**config.mk**
```make
export PLATFORM = sky130hd
export DESIGN_NAME = acs_array
export DESIGN_NICKNAME = d
export VERILOG_FILES = /design/src/rtl/acs_array.sv
export SDC_FILE = /design/constraint.sdc
export NUM_CORES = 1
export LEC_CHECK = 0
export ABC_AREA = 1
export BUFFER_PORTS_ARGS = -buffer_cell sky130_fd_sc_hd__buf_2
export CAP_MARGIN = 20
export CELL_PAD_IN_SITES_DETAIL_PLACEMENT = 0
export CELL_PAD_IN_SITES_GLOBAL_PLACEMENT = 2
export CORE_AREA = 2 2 87 173
export CTS_CLUSTER_SIZE = 20
export DETAILED_ROUTE_END_ITERATION = 10
export DIE_AREA = 0 0 89 175
export PLACE_DENSITY_LB_ADDON = 0.1
export SKIP_CTS_REPAIR_TIMING = 1
export SLEW_MARGIN = 25
export SYNTH_ARGS = -nofsm -noshare
export SYNTH_HDL_FRONTEND = slang
export SYNTH_SLANG_ARGS = --single-unit
export TNS_END_PERCENT = 100
```
**constraint.sdc**
```tcl
create_clock -name i_clk -period 7.2 [get_ports i_clk]
set_clock_uncertainty 0.2 [all_clocks]
set_input_delay 1.08 -clock i_clk [delete_from_list [all_inputs] [get_ports i_clk]]
set_output_delay 1.08 -clock i_clk [all_outputs]
set_load 0.01 [all_outputs]
```
**src/rtl/acs_array.sv**
```systemverilog
// -----------------------------------------------------------------------------
// acs_array
// Full-trellis, registered add-compare-select unit for a rate-1/2 Viterbi
// decoder. Each accepted beat advances all NS = 2^(K-1) path metrics by one
// trellis step, producing one decision bit per next-state and the index of the
// best (minimum) path metric.
//
// Optional feature macro: ACS_NORM_EN
//   defined   : unsigned compare, MSB-clear normalisation when every metric has
//               its MSB set (o_norm pulses on that beat)
//   undefined : modulo-2^PM_W metrics, compare via MSB of the difference,
//               o_norm held at 0
//
// Ports
//   i_clk        clock, rising edge
//   i_rst_n      asynchronous active-low reset
//   i_start      begin new frame (re-initialise metrics, enter RUN)
//   i_valid      i_BM carries a valid symbol
//   i_BM         four branch metrics, slice {c0,c1} at [idx*BM_W +: BM_W]
//   o_valid      outputs updated this cycle (single-cycle pulse)
//   o_dec        decision bits, bit s for next-state s (1 = path 1 chosen)
//   o_PM         path metrics, state s at [s*PM_W +: PM_W]
//   o_best_state index of the minimum path metric (lowest index on ties)
//   o_norm       normalisation applied on this step (single-cycle pulse)
//   o_step_cnt   accepted steps since last start, saturating
// -----------------------------------------------------------------------------
module acs_array #(
    parameter int             K    = 3,
    parameter logic [K-1:0]   G0   = 3'b111,
    parameter logic [K-1:0]   G1   = 3'b101,
    parameter int             BM_W = 2,
    parameter int             PM_W = 6
) (
    input  logic                      i_clk,
    input  logic                      i_rst_n,
    input  logic                      i_start,
    input  logic                      i_valid,
    input  logic [4*BM_W-1:0]         i_BM,
    output logic                      o_valid,
    output logic [(1<<(K-1))-1:0]     o_dec,
    output logic [(1<<(K-1))*PM_W-1:0] o_PM,
    output logic [K-2:0]              o_best_state,
    output logic                      o_norm,
    output logic [15:0]               o_step_cnt
);

    localparam int NS = 1 << (K - 1);

    typedef logic [NS-1:0][PM_W-1:0] pm_vec_t;
    typedef enum logic [0:0] {ST_IDLE = 1'b0, ST_RUN = 1'b1} state_t;

    // Start-of-frame metrics: state 0 favoured, all others a quarter-range away.
    function automatic pm_vec_t init_metrics();
        pm_vec_t v;
        for (int s = 0; s < NS; s++) begin
            v[s] = (s == 0) ? {PM_W{1'b0}} : {2'b01, {(PM_W-2){1'b0}}};
        end
        return v;
    endfunction

    // Metric ordering; in the wrapping build the sign of the modular
    // difference decides, which is valid while the metric spread stays
    // below half the range.
    function automatic logic cmp_less(input logic [PM_W-1:0] a,
                                      input logic [PM_W-1:0] b);
`ifdef ACS_NORM_EN
        return (a < b);
`else
        logic [PM_W-1:0] d;
        d = a - b;
        return d[PM_W-1];
`endif
    endfunction

    // Encoder output bit for a K-bit register image and generator.
    function automatic logic code_bit(input logic [K-1:0] r,
                                      input logic [K-1:0] g);
        return ^(r & g);
    endfunction

    state_t          state_q, state_d;
    pm_vec_t         pm_q, pm_d, pm_prev_s, pm_acs_s, pm_new_s;
    logic [NS-1:0]   dec_q, dec_d, dec_s;
    logic [K-2:0]    best_q, best_d, best_s;
    logic            norm_q, norm_d, norm_s;
    logic            valid_q, valid_d;
    logic [15:0]     cnt_q, cnt_d;
    logic            accept_s;

    // Add-compare-select over the whole trellis, then normalise and find best.
    always_comb begin
        pm_prev_s = i_start ? init_metrics() : pm_q;
        pm_acs_s  = '0;
        dec_s     = '0;
        for (int ns = 0; ns < NS; ns++) begin
            logic [K-2:0]    p0, p1;
            logic            u;
            logic [K-1:0]    r0, r1;
            logic [1:0]      idx0, idx1;
            logic [PM_W-1:0] m0, m1;
            logic            sel;
            u    = ns[0];
            p0   = (K-1)'(ns >> 1);
            p1   = p0 | (K-1)'(NS >> 1);
            r0   = {p0, u};
            r1   = {p1, u};
            idx0 = {code_bit(r0, G0), code_bit(r0, G1)};
            idx1 = {code_bit(r1, G0), code_bit(r1, G1)};
            m0   = pm_prev_s[p0] + PM_W'(i_BM[int'(idx0)*BM_W +: BM_W]);
            m1   = pm_prev_s[p1] + PM_W'(i_BM[int'(idx1)*BM_W +: BM_W]);
            // Ties resolve to path 1.
            sel  = ~cmp_less(m0, m1);
            dec_s[ns]    = sel;
            pm_acs_s[ns] = sel ? m1 : m0;
        end

        pm_new_s = pm_acs_s;
`ifdef ACS_NORM_EN
        norm_s = 1'b1;
        for (int s = 0; s < NS; s++) begin
            norm_s = norm_s & pm_acs_s[s][PM_W-1];
        end
        if (norm_s) begin
            for (int s = 0; s < NS; s++) begin
                pm_new_s[s][PM_W-1] = 1'b0;
            end
        end else begin
            pm_new_s = pm_acs_s;
        end
`else
        norm_s = 1'b0;
`endif

        best_s = '0;
        for (int s = 1; s < NS; s++) begin
            if (cmp_less(pm_new_s[s], pm_new_s[best_s])) begin
                best_s = (K-1)'(s);
            end else begin
                best_s = best_s;
            end
        end
    end

    // Frame FSM and next-state selection for all registered outputs.
    always_comb begin
        state_d  = state_q;
        pm_d     = pm_q;
        dec_d    = dec_q;
        best_d   = best_q;
        norm_d   = 1'b0;
        valid_d  = 1'b0;
        cnt_d    = cnt_q;
        accept_s = i_valid & (i_start | (state_q == ST_RUN));

        case (state_q)
            ST_IDLE: state_d = i_start ? ST_RUN : ST_IDLE;
            ST_RUN:  state_d = ST_RUN;
            default: state_d = ST_IDLE;
        endcase

        if (accept_s) begin
            pm_d    = pm_new_s;
            dec_d   = dec_s;
            best_d  = best_s;
            norm_d  = norm_s;
            valid_d = 1'b1;
            if (i_start) begin
                cnt_d = 16'd1;
            end else if (cnt_q == 16'hFFFF) begin
                cnt_d = cnt_q;
            end else begin
                cnt_d = cnt_q + 16'd1;
            end
        end else if (i_start) begin
            pm_d  = init_metrics();
            cnt_d = 16'd0;
        end else begin
            cnt_d = cnt_q;
        end
    end

    // State and output registers.
    always_ff @(posedge i_clk or negedge i_rst_n) begin
        if (!i_rst_n) begin
            state_q <= ST_IDLE;
            pm_q    <= init_metrics();
            dec_q   <= '0;
            best_q  <= '0;
            norm_q  <= 1'b0;
            valid_q <= 1'b0;
            cnt_q   <= 16'd0;
        end else begin
            state_q <= state_d;
            pm_q    <= pm_d;
            dec_q   <= dec_d;
            best_q  <= best_d;
            norm_q  <= norm_d;
            valid_q <= valid_d;
            cnt_q   <= cnt_d;
        end
    end

    assign o_valid      = valid_q;
    assign o_dec        = dec_q;
    assign o_PM         = pm_q;
    assign o_best_state = best_q;
    assign o_norm       = norm_q;
    assign o_step_cnt   = cnt_q;

endmodule
```
==> reports/metrics.yaml, run 1 <==
worstSetupStartpointType: "primary input"
core_um2: 14300
final_cells: 959
synthTopCellsByArea: "dfrtp_1 (25%), nand2_1 (17%), ha_1 (11%)"
reg2reg_from: "o_PM[12]"
critPathMostFrequentCell: "nand2_1"
crit_start: "i_start"
clk_latency_ns: 0.31
post-route-min-period_ns: 6.72
portBuffers: 58
slew_viol_final: 0
internal_power_uw: 1430
ant_nets: 0
fmax_mhz: 149
cts_tree: "done"
min_path_type: "reg -> reg"
yosysSeqAreaShare_pct: 26.8
antenna_found_initial: 0
status: "complete, no violations"
p_switching_uw: 1760
dieArea_um2: 15600
synth_nets: 730
syn_to_final_growth_pct: 22.0
max_stage_delay_ns: 0.29
start_util_pct: 31.5
synth.top_cell.area_share_pct: 25.1
hold_start: "state_q"
drt_iter0_markers: 187
finalSetupViolCount: 0
crit_path_end_kind: "flip-flop"
firstDrtPassIters: 4
synth_cell_types: 43
route.detailed.drc: 0
gp_congestion: 0.861
cts_buffers: 5
io_pins: 60
grt_pass1_vias: 4730
power_uw: 3190
arrival_ns: 6.73
cpLargestDelayFamily: "simple AND/OR/NAND/NOR gates"
drive_above_1_share_pct: 21.6
synthCells: 676
synth_most_common_cell: "nand2_1"
crit_path_max_fanout: 10
yosys-top-cells-count: "nand2_1 (204), inv_1 (89), o21ai_0 (56)"
comb_power_share_pct: 79.2
fin_crit_sh_pct: 93.4
die_x_um: 89
synthesis.area_um2: 4490
root_buffer: "clkbuf_16"
ir_worst_vdd_mv: 0.579
track_usage_pct: 21.0
hold_viol: 0
power_leakage_uw: 0.00290
placed_cells: 949
row_count: 62
crit_required_ns: 7.21
cts_buffer_depth: 2
path_clk_slew_ns: 0.08
p_seq_share_pct: 12.5
synth.avg_cell_area_um2: 6.65
yosys_warnings: 0
slowest_stage: "ha_4"
vias: 4643
avgViaCountPerCell: 4.84
synthFlopType: "dfrtp_1"
maxCapViolCount: 0
clkPwrFrac_pct: 8.3
swShare_pct: 55.1
relSlewSlack_pct: 47.7
fin_nets: 820
cts.htree.levels: 2
die_h_um: 175
overflow: 0
grt_start_max_net_pins: 49
clock_sinks: 48
wl_per_cell_um: 16.5
yosysTopAreaCell: "dfrtp_1"
powerDensity_nw_per_um2: 581
tightest_slew_ns: 0.776
async_reset_ff_share_pct: 100
synth_seq_cells: 48
timing.critical_path.buf_inv: 9
dp_hpwl_um: 12900
grt_pass1_wl_um: 24700
insertedDiodeCount: 0
critPathKind: "in -> reg"
synth_edf_count: 0
drt-total-wl_um: 15800
[state kept, by name (all words and copies together), names as in the netlist]
| name | cells |
|---|---|
| o_valid | 1 |
| o_best_state | 2 |
| o_step_cnt | 16 |
| state_q | 1 |
| o_PM | 24 |
| o_dec | 4 |
[cells in the final DEF (no fill, tap or decap), types with 10 or more instances in the layout]
cell,instances
buf_2,57
ha_1,37
nand2_1,201
xnor2_1,10
o21ai_0,49
nand4_1,10
nand3_1,55
nand2_2,17
dfrtp_1,45
inv_1,87
a21oi_1,25
buf_4,36
nor2_1,38
[stage by stage]
stage | hold WS, ns | utilization, % | setup WS [ns] | instance area [um2] | setup TNS, ns
2_1_floorplan | 0.223 | - | 0.587 | 4490 | 0
3_3_place_gp | 0.236 | 36.6 | -0.166 | 5230 | -0.331
3_5_place_dp | 0.237 | 36.6 | -0.231 | 5230 | -0.450
4_1_cts | 0.257 | 37.7 | 0.0392 | 5380 | 0
5_1_grt | 0.264 | 38.4 | -0.0571 | 5480 | -0.0982
6_report | 0.253 | 38.4 | 0.479 | 5480 | 0
[cell families after synthesis]
logic type	after synthesis	share of synthesized area, %
simple gates	353	34.2
buf+inv	108	9.38
flops	48	26.8
compound gates	103	12.9
fa+ha+maj	42	12.4
other cells	1	0.0835
xor+xnor	21	4.26
[area by class of cell]
type / instances / area, um2
Clock buffer: 6 / 139
Clock inverter: 2 / 15.0
Fill cell: 1615 / 8790
Inverter: 96 / 365
Multi-Input combinational cell: 520 / 2940
Sequential cell: 48 / 1200
Tap cell: 192 / 240
Timing Repair Buffer: 95 / 574
[power by group through the flow]
| stage | sequential (uW) | clock (uW) | combinational (uW) |
|---|---|---|---|
| 3_5_place_dp | 404 | 0 | 2360 |
| 4_1_cts | 400 | 276 | 2370 |
| 2_1_floorplan | 424 | 0 | 1560 |
| 6_report | 398 | 265 | 2520 |
| 3_3_place_gp | 405 | 0 | 2320 |
| 5_1_grt | 408 | 282 | 2860 |
[layer usage]
layer | global-route usage [%] | wire length [um] | up-vias
met4 | 6.90 | 459 | 0
li1 | - | - | 2364
met2 | 42.9 | 9470 | 66
met5 | 0 | 0 | -
met3 | 1.56 | 306 | 19
met1 | 20.9 | 5550 | 2194
[final timing paths]
path | to | slack, ns | cells after the start
worst max-delay path | o_best_state[0] | 0.48 | 47
worst min-delay path | state_q | 0.25 | 1
worst max register to register | o_best_state[0] | 1.01 | 47
worst min register to register | state_q | 0.25 | 1
max in group asynchronous | o_PM[20] | 5.64 | 2
min in group asynchronous | o_step_cnt[10] | 0.69 | 2
Note: power is estimated with default switching activity, not from simulation.
==> inputs of run 2 (changes only) <==
--- a/config.mk
+++ b/config.mk
@@ -5,15 +5,14 @@
 export SDC_FILE = /design/constraint.sdc
 export NUM_CORES = 1
 export LEC_CHECK = 0
-export ABC_AREA = 1
 export BUFFER_PORTS_ARGS = -buffer_cell sky130_fd_sc_hd__buf_2
 export CAP_MARGIN = 20
 export CELL_PAD_IN_SITES_DETAIL_PLACEMENT = 0
 export CELL_PAD_IN_SITES_GLOBAL_PLACEMENT = 2
-export CORE_AREA = 2 2 87 173
+export CORE_AREA = 10 10 92 175
 export CTS_CLUSTER_SIZE = 20
 export DETAILED_ROUTE_END_ITERATION = 10
-export DIE_AREA = 0 0 89 175
+export DIE_AREA = 0 0 102 185
 export PLACE_DENSITY_LB_ADDON = 0.1
 export SKIP_CTS_REPAIR_TIMING = 1
 export SLEW_MARGIN = 25
==> run 2 against run 1 <==
Compared with the run above: the run now ends with setup timing left; register-to-register slack got worse by 1.5 ns; power decreased by 53%; non-clock buffer count increased by 101; cell area grew 16%; first-iteration DRC count is 23% lower; hold slack worse by 0.0032 ns; die area increased by 21%; global-route usage shrank 3.5 points; critical path depth down 9; largest power group unchanged.
==> reports/metrics.yaml, run 2 <==
tightest_slew_ns: 0.824  # +0.0486 ns
synth_nets: 600  # -18%
grt_pass1_wl_um: 25200  # +2.2%
core_um2: 13400  # -6.4%
overflow: 0  # unchanged
ir_worst_vdd_mv: 0.138  # -76%
synth_seq_cells: 48  # unchanged
synthCells: 546  # -19%
fmax_mhz: 123  # -17%
rsz0062_at_grt: "true"
swShare_pct: 39.1  # -16 points
die_h_um: 185  # +5.7%
slowest_stage: "or3b_1"
critPathKind: "in -> reg"
route.detailed.drc: 0  # unchanged
post-route-min-period_ns: 8.10  # +1.38 ns
cts_buffers: 5  # unchanged
layout_commonest_cell: "buf_4"
start_util_pct: 35.0  # +3.5 points
crit_required_ns: 7.16  # -0.05 ns
yosys-top-cells-count: "nand2_1 (62), nor2_1 (51), dfrtp_1 (45)"
synth_cell_types: 73  # +70%
synth.avg_cell_area_um2: 8.57  # +29%
grt_start_max_net_pins: 51  # +4.1%
ant_nets: 0  # unchanged
yosysTopAreaCell: "dfrtp_1"
status: "finished, violations left"
r2r_cells: 37  # -21%
finalSetupViolCount: 2  # +2
comb_power_share_pct: 58.4  # -21 points
min_path_type: "reg -> reg"
max_stage_delay_ns: 0.37  # +0.08 ns
power_leakage_uw: 0.00316  # +8.9%
drt_iter0_markers: 144  # -23%
portBuffers: 58  # unchanged
vias: 4494  # -3.2%
path_clk_slew_ns: 0.07  # about the same
internal_power_uw: 904  # -37%
hold_start: "state_q"
maxCapViolCount: 0  # unchanged
layout_common_cells: "buf_4 (138), nand2_1 (59), buf_2 (57)"
crit_path_end_kind: "flip-flop"
synth.top_cell.area_share_pct: 24.1  # -0.99 points
violations: "setup timing"
largest_reg_flops: 24  # unchanged
drt-total-wl_um: 16500  # +4.3%
gp_congestion: 0.876  # +1.7%
synth_edf_count: 0  # unchanged
grt_pass1_vias: 4707  # -0.49%
dp_hpwl_um: 13600  # +5.6%
yosysSeqAreaShare_pct: 25.8  # -1.1 points
drive_above_1_share_pct: 35.4  # +14 points
p_seq_share_pct: 22.4  # +9.9 points
yosys_warnings: 0  # unchanged
die_x_um: 102  # +15%
clk_latency_ns: 0.30  # about the same
firstDrtPassIters: 4  # unchanged
dieArea_um2: 18900  # +21%
fin_nets: 782  # -4.6%
antenna_found_initial: 1  # +1
final_core_util_pct: 47.7  # +9.3 points
async_reset_ff_share_pct: 100  # unchanged
insertedDiodeCount: 0  # unchanged
relSlewSlack_pct: 45.0  # -2.8 points
arrival_ns: 8.06  # +1.33 ns
p_switching_uw: 580  # -67%
row_count: 60  # -3.2%
reg2reg_from: "o_PM[0]"
avgViaCountPerCell: 5.08  # +5.0%
crit_path_max_fanout: 6  # -4
synthFlopType: "dfrtp_1"
worstSetupStartpointType: "primary input"
root_buffer: "clkbuf_16"
syn_to_final_growth_pct: 36.3
critPathMostFrequentCell: "ha_1"
setup_ws_ns: -0.900  # -1.38 ns
synth_most_common_cell: "nand2_1"
clkPwrFrac_pct: 19.2  # +11 points
cts_buffer_depth: 2  # unchanged
whs_endpoint: "state_q"
power_uw: 1480  # -53%
io_pins: 60  # unchanged
clock_sinks: 48  # unchanged
synthTopCellsByArea: "dfrtp_1 (24%), ha_1 (10%), mux2i_1 (6.4%)"
cts.htree.levels: 2  # unchanged
r2r-end: "o_best_state[0]"
hold_depth: 1  # unchanged
reg2reg_slack_ns: -0.49  # -1.50 ns
slew_viol_final: 0  # unchanged
hold_viol: 0  # unchanged
synthesis.area_um2: 4680  # +4.1%
cts_tree: "done"
powerDensity_nw_per_um2: 233  # -60%
track_usage_pct: 17.5  # -3.5 points
wl_per_cell_um: 18.6  # +13%
fin_crit_sh_pct: 112  # +19 points
## run 2: cell types whose count changed in the layout (fill, tap and decap cells not counted), moves of 28 or more
cell     delta
nand3_1    -41
buf_4     +102
mux2i_1    +28
inv_1      -66
nand2_1   -142
## run 2: metrics by stage
stage | TNS (ns) | hold WS [ns] | setup slack, ns | instances | cell area, um2
CTS | -2.31 | 0.251 | -1.16 | 877 | 6260
floorplan | -2.93 | 0.223 | -1.48 | 546 | 4770
global route | -2.76 | 0.265 | -1.39 | 884 | 6380
finish | -1.78 | 0.249 | -0.900 | 884 | 6380
detailed placement | -2.88 | 0.234 | -1.45 | 869 | 6080
global placement | -2.53 | 0.236 | -1.28 | 869 | 6080
## run 2: critical path, delay by kind of cell
kind                     cells  cell delay, ns
AO/OA/AOI/OAI               14            2.35
AND/OR/NAND/NOR              7            1.30
buffers and inverters        5            0.41
multiplexers                 2            0.53
adder cells (fa/ha/maj)      5            1.40
XOR/XNOR                     5            0.98
## run 2: metal layers
layer / track usage, % / share of wire, % / up-vias
met5: 0 / 0 / -
met4: 11.3 / 6.6 / 0
met3: 2.05 / 2.8 / 43
met2: 35.0 / 57 / 93
met1: 15.5 / 33 / 2108
li1: - / - / 2250
## run 2: kinds of logic (layout without fill, tap and decap cells)
group           after synthesis  in the layout  share of synthesized area, %
other cells                   1              1                        0.0802
flops                        48             48                          25.8
mux                          37             37                          8.40
xor+xnor                     56             56                          11.0
compound gates              114            114                          16.3
fa+ha+maj                    48             48                          13.2
buf+inv                      44            227                          4.28
simple gates                198            198                          20.9
## run 2: area by class of cell
class                   instances  area [um2]
clock inverters                 2        38.8
flip-flops and latches         48        1200
repair buffers                196        1340
fillers                      1345        6990
well taps                     155         194
multi-input cells             454        3380
inverters                      23        87.6
clock buffers                   6         139
## run 2: worst max-delay path by stage
stage | from | endpoint | slack, ns
after floorplan | i_start | o_best_state[0] | -1.48
after global placement | i_start | o_best_state[0] | -1.28
after detailed placement | i_start | o_best_state[0] | -1.45
after CTS | i_start | o_best_state[0] | -1.16
after global routing | i_start | o_best_state[0] | -1.39
final | i_start | o_best_state[0] | -0.90
## run 2: power groups by stage
stage                     Clock (uW)  Combinational (uW)  Sequential [uW]
final                            285                 867              332
after CTS                        296                 828              330
after global routing             305                 948              338
after detailed placement           0                 824              335
after global placement             0                 812              336
after floorplan                    0                 448              348
